==> src/rtl/early_debounce_ctrl.sv <==
// early_debounce_ctrl: early-response switch debouncer.
// db follows the first detected edge of sw on the next clock. A lockout
// window of WAIT_TICKS sample ticks (TICK_M clocks each) then holds db.
// Any sw activity during the window is ignored.
//
// Ports:
//   clk        in   system clock, rising edge
//   reset      in   synchronous active-high reset
//   sw         in   raw switch level, already synchronous to clk
//   db         out  debounced level (registered)
//   busy       out  lockout window running (registered)
//   rise_tick  out  1-cycle pulse on db rise   (only with EARLY_DB_EDGE_EN)
//   fall_tick  out  1-cycle pulse on db fall   (only with EARLY_DB_EDGE_EN)
//
// Optional feature macro: EARLY_DB_EDGE_EN adds rise_tick / fall_tick.
module early_debounce_ctrl #(
    parameter int unsigned TICK_M     = 1_000_000,
    parameter int unsigned WAIT_TICKS = 2
) (
    input  logic clk,
    input  logic reset,
    input  logic sw,
    output logic db,
    output logic busy
`ifdef EARLY_DB_EDGE_EN
    ,
    output logic rise_tick,
    output logic fall_tick
`endif
);

    localparam int unsigned TW = ($clog2(TICK_M) > 1) ? $clog2(TICK_M) : 1;
    localparam int unsigned WW = ($clog2(WAIT_TICKS) > 1) ? $clog2(WAIT_TICKS) : 1;
    localparam logic [TW-1:0] TICK_LAST = TW'(TICK_M - 1);
    localparam logic [WW-1:0] WAIT_LAST = WW'(WAIT_TICKS - 1);

    typedef enum logic [1:0] {
        ZERO  = 2'd0,
        WAIT1 = 2'd1,
        ONE   = 2'd2,
        WAIT0 = 2'd3
    } state_t;

    state_t          r_state;
    logic [TW-1:0]   r_tick;
    logic [WW-1:0]   r_wait;

    state_t          w_state_nxt;
    logic [TW-1:0]   w_tick_nxt;
    logic [WW-1:0]   w_wait_nxt;
    logic            w_db_nxt;
    logic            w_busy_nxt;
    logic            w_rise_nxt;
    logic            w_fall_nxt;
    logic            w_tick_end;
    logic            w_win_end;
    logic            w_in_wait;

    assign w_tick_end = (r_tick == TICK_LAST);
    assign w_win_end  = w_tick_end && (r_wait == WAIT_LAST);
    assign w_in_wait  = (r_state == WAIT1) || (r_state == WAIT0);

    // Next state, counters and next output levels.
    // Counters are held at 0 outside the windows, so every entry starts clean.
    always_comb begin
        w_state_nxt = r_state;
        w_tick_nxt  = '0;
        w_wait_nxt  = '0;
        w_rise_nxt  = 1'b0;
        w_fall_nxt  = 1'b0;
        w_db_nxt    = 1'b0;
        w_busy_nxt  = 1'b0;

        case (r_state)
            ZERO: begin
                if (sw) begin
                    w_state_nxt = WAIT1;
                    w_rise_nxt  = 1'b1;
                end
            end
            WAIT1: begin
                if (w_win_end) begin
                    w_state_nxt = ONE;
                end
            end
            ONE: begin
                if (!sw) begin
                    w_state_nxt = WAIT0;
                    w_fall_nxt  = 1'b1;
                end
            end
            WAIT0: begin
                if (w_win_end) begin
                    w_state_nxt = ZERO;
                end
            end
            default: w_state_nxt = ZERO;
        endcase

        // Window timing: tick wraps every TICK_M clocks, wait counts wraps.
        if (w_in_wait && !w_win_end) begin
            w_tick_nxt = w_tick_end ? '0 : r_tick + TW'(1);
            w_wait_nxt = w_tick_end ? r_wait + WW'(1) : r_wait;
        end

        w_db_nxt   = (w_state_nxt == WAIT1) || (w_state_nxt == ONE);
        w_busy_nxt = (w_state_nxt == WAIT1) || (w_state_nxt == WAIT0);
    end

    // State, counters and registered outputs.
    always_ff @(posedge clk) begin
        if (reset) begin
            r_state <= ZERO;
            r_tick  <= '0;
            r_wait  <= '0;
            db      <= 1'b0;
            busy    <= 1'b0;
        end else begin
            r_state <= w_state_nxt;
            r_tick  <= w_tick_nxt;
            r_wait  <= w_wait_nxt;
            db      <= w_db_nxt;
            busy    <= w_busy_nxt;
        end
    end

`ifdef EARLY_DB_EDGE_EN
    // Edge pulses line up with the first cycle of the new db level.
    always_ff @(posedge clk) begin
        if (reset) begin
            rise_tick <= 1'b0;
            fall_tick <= 1'b0;
        end else begin
            rise_tick <= w_rise_nxt;
            fall_tick <= w_fall_nxt;
        end
    end
`else
    logic w_unused_edges;
    assign w_unused_edges = w_rise_nxt ^ w_fall_nxt;
`endif

endmodule

==> config.mk <==
export PLATFORM = sky130hd
export DESIGN_NAME = early_debounce_ctrl
export DESIGN_NICKNAME = d
export VERILOG_FILES = /design/src/rtl/early_debounce_ctrl.sv
export SDC_FILE = /design/constraint.sdc
export NUM_CORES = 1
export LEC_CHECK = 0
export BUFFER_PORTS_ARGS = -buffer_cell sky130_fd_sc_hd__buf_2
export CAP_MARGIN = 20
export CORE_UTILIZATION = 37
export DETAILED_ROUTE_END_ITERATION = 8
export HOLD_SLACK_MARGIN = 0.08
export PLACE_DENSITY_LB_ADDON = 0.2
export REMOVE_ABC_BUFFERS = 1
export SLEW_MARGIN = 20
export SYNTH_ARGS = -nofsm -noshare
export SYNTH_HDL_FRONTEND = slang
export SYNTH_SLANG_ARGS = --single-unit
==> constraint.sdc <==
create_clock -name clk -period 2.15 [get_ports clk]
set_clock_uncertainty 0.1 [all_clocks]
set_input_delay 0.43 -clock clk [delete_from_list [all_inputs] [get_ports clk]]
set_output_delay 0.43 -clock clk [all_outputs]
set_load 0.1 [all_outputs]
* After elaboration in Yosys (flattened, before gate mapping) *
Cells that the tools add are included.

storage, ports and cells
  bits in registers = 25
  output and inout port bits = 2
  logic and storage cells = 29

cells by class
  add/subtract/negate cells = 2
  eq/ne operators = 7
  multiplexer cells = 5
  bitwise gates (word level) = 1
  reductions and logical operators = 9

operators by type and width
  cell                                                 count
  adder 20 x 1 -> 20 bit, second input constant        1
  equality test 20 bit, second input constant          1
  equality test 2 bit, second input constant           4
  2-to-1 mux 2 bit                                     4
  one-hot mux 2 bit (4 select lines)                   1
  equality test 2 x 1 -> 1 bit, second input constant  2
  logical OR 1 bit                                     3
  OR reduction 3 bit                                   1
  logical AND 1 bit                                    2
  logical NOT 2 bit                                    1
  OR reduction 2 bit                                   1
  adder 1 bit, second input constant                   1
  logical NOT 1 bit                                    1
  NOT 1 bit                                            1

* Logic depth before layout (Yosys ltp) *
  word-level depth = 6
  mapped depth = 6
  mapped depth without buffers = 5

* Worst setup path after synthesis *
Ideal clock, no wire load.

  kind = reg2reg
  start point = register r_state[0]
  end point = register r_tick[10]
  arrival time = 1731 ps
  data required time = 1986 ps
  setup slack = 255 ps
  cell stages (with the launch flop) = 5
  period minus slack after synthesis = 1895 ps
  path through = dfxtp_1 -> nand2b_1 -> o21bai_2 -> buf_2 -> nor2_1

on the way
  cells in the longest elaborated chain, start to end = 5

RTL lines
  what                                                                        RTL line  source
  from (decl)                                                                 44        state_t r_state;
  from (signal assigned)                                                      119       r_state <= w_state_nxt;
  equality test 2 x 1 -> 1 bit / equality test 2 bit (equally long branches)  61        assign w_in_wait = (r_state == WAIT1) || (r_state == WAIT0);
  logical OR 1 bit *                                                          61
  logical AND 1 bit *                                                         101       if (w_in_wait && !w_win_end) begin
  NOT 1 bit (no line) *                                                       -
  OR reduction 3 bit (no line) *                                              -
  to (signal assigned)                                                        120       r_tick <= w_tick_nxt;
  to (decl)                                                                   45        logic [TW-1:0] r_tick;

Mark *: on every way between the ends. The rest lies on a longest branch, timed or not.
A chain may end at the register's enable or synchronous reset.

* Worst setup path in the final report *
  start point = register r_tick[0]
  end point = register r_tick[16]

on the way
  cells in the longest elaborated chain, start to end = 6

RTL lines
  what
  branches (longest 6 deep; another with adder 20 x 1 -> 20 bit)

Parallel ways; which one is timed is not known.

==> metrics <==
CTS buffer count=3; Core Region=2780 um2; pwr dens=581 nW/um2; sequential power share=66.4%; Worst setup EP type=register; proportion of synthesized area in mux cells=0.912%; Ports=5; post-synthesis compound-gate area fraction=9.01%; Post-Syn Instances=128; Reg area=480 um2; Initial Util=39.5%; internal power=0.523 mW; synthesized area per cell=8.57 um2; clk_lat worst skew=310 ps; initial antenna violation count=0; I/O Buffers=4; area share of and/or/nand/nor cells after synthesis=31.5%; Final setup viols=0; clock group share of total power=27.8%; Die H=56.5 um; drt pass-1 iters=4; H-tree levels=1; RePlAce Congestion=0.766; CP cell instances=ha_1 -> nand2_1 -> or3_1 -> or4_1 -> a21oi_1; pre-CTS WS=243 ps; synth top area cells=dfxtp_1 44%, xnor2_1 6.4%, nor2_1 5.5%, nand3_1 4.1%, xor2_1 4.0%; Via density=5.48; hold slack=205 ps; Syn-to-layout area delta=6.84%; routed wire length=1.99 mm; global route total overflow=0; vias in the first global route=848; Final Hold Viols=0; setup_tns=0 ps; Post-synth EDFFs=0; Post-DP Area=1150 um2; Psw=0.158 mW; Sw Ratio=23.3%; WP buf/inv=0; nets=139; maxcap violations=0; top-area cell type share of the netlist area=43.8%; Netlist cell types=27; fin crit share=89.7%; area of the die=3190 um2; register bit total from synthesis=24; global-route wire length before repair=3.64 mm; worst slew pin tran=482 ps; Clk pin slew, worst setup/hold paths=120 ps; Finished Layout Cells=164; largest area contributor in the netlist=dfxtp_1; Arr. time, crit path=2080 ps; CTS Buffer Depth=2; relative slew slack=68.1%; P_leak=0.335 nW; Main synth FF type=dfxtp_1; gr usage total=14.5%; pin count of the biggest net entering global routing=20; antenna viol nets, final=0; CTS tree=built; via count=899; multi-input logic area=581 um2; Top Family by Delay on Critical Path=simple AND/OR/NAND/NOR gates; hold_buf cts=0; drt initial violations=12; worst setup margin=221 ps; status=finished, final reports clean; row cnt=19; chip width=56.5 um; Ant. Diodes=0; Synth Cell Area=1100 um2; Startpoint Class=register; post-CTS setup buffers=0; residual DRC count=0; Pwr Total=0.682 mW; Worst Path Required=2300 ps; post-layout util=42.2%; largest family of logic cells by synthesized area=simple AND/OR/NAND/NOR gates; dpl cells=161; Achievable Freq=519 MHz; layout cells sized above 1=9.02%; Yosys Warn Count=0; CTS Sinks=24; Seq/Total Area, Yosys=43.8%; final instance area=1170 um2; Fillers=291; Hold Crit Class=input pin to register; RSZ-0062 raised after global routing=no; post-DP HPWL=1.45 mm; fin crit period=1930 ps; WL/cell=12.1 um; CTS root buf=clkbuf_4; VDD IR-drop max=0.433 mV; kind of critical path=register to register; adder-cell share of the synthesized area=1.14%; Crit Path Max Fanout=5; Comb power frac=5.8%; Max Slew Vio Count=0; fraction of registers with async set/reset=0%; CTS resizes=0; Slowest-stage cell, CP=or4_1; CP max stage delay=480 ps; post-synthesis xor/xnor area fraction=10.4%
[kinds of logic after synthesis]
family                     Yosys count
and+or+nand+nor                     63
adders and majority gates            1
DFF                                 24
muxes                                1
AOI/OAI and AO/OA                   17
buffers and inverters                9
xor gates and xnor gates            13
[sequential cells by signal (all words and copies together), names as in the netlist]
signal,count
db,1
r_state,2
r_tick,20
r_wait,1
[worst register-to-register path: stages (launching register included)]
cell and delay [ps]:
dfxtp_1 400, ha_1 260, nand2_1 80, or3_1 400
or4_1 480, a21oi_1 150
[power groups by stage]
stage                     Clock [mW]  Combinational, mW  Sequential, mW
final                          0.190             0.0396           0.452
after CTS                      0.204             0.0403           0.453
after global placement             0             0.0403           0.462
after global routing           0.221             0.0432           0.453
after floorplan                    0             0.0108           0.482
after detailed placement           0             0.0403           0.463
[synth_stat cells, types with 5 or more instances]
master and n:
nor3_1 5, o21ai_0 5, inv_1 6, xnor2_1 8, nand2_1 5, nor2_1 16
nand4_1 6, xor2_1 5, dfxtp_1 24, nand3_1 9, a21oi_1 8
[worst paths after layout]
check | from | end | cells past startpoint | slack (ps)
worst max-delay path | r_tick[0] | r_tick[16] | 5 | 220
worst max register to register | r_tick[0] | r_tick[16] | 5 | 220
worst min register to register | r_tick[0] | r_tick[0] | 1 | 390
worst min-delay path | reset | db | 2 | 210
[routing by layer]
metal  global-route usage, %  routed length (um)  vias to the layer above  share of wire, %
li1                        -                   -                      466                 -
met1                    17.4                 986                      425                50
met2                    25.0                 937                        6                47
met3                    4.84                  52                        2               2.6
met4                    3.14                  13                        0              0.65
met5                       0                   0                        -                 0
[area by class of cell]
cell class / instances / share of cell area, %
multi-input cells: 95 / 49.5
flip-flops and latches: 24 / 41.0
inverters: 6 / 1.92
clock buffers: 3 / 1.92
repair buffers: 5 / 2.35
well taps: 31 / 3.31
[placed cells by master (no fill, tap or decap), drive strengths merged, types with 2 or more instances in the layout]
| master | n |
|---|---|
| dfxtp | 24 |
| nor2 | 16 |
| nand3 | 10 |
| xnor2 | 8 |
| a21oi | 8 |
| nand4 | 6 |
| inv | 6 |
| or3 | 6 |
| nand2 | 5 |
| xor2 | 5 |
| nor3 | 5 |
| o21ai | 5 |
| buf | 5 |
| or4 | 4 |
| o31ai | 3 |
| nor4 | 3 |
| clkbuf | 3 |
| and2 | 2 |
| nor4b | 2 |
| and4 | 2 |
(Power assumes the default switching activity.)
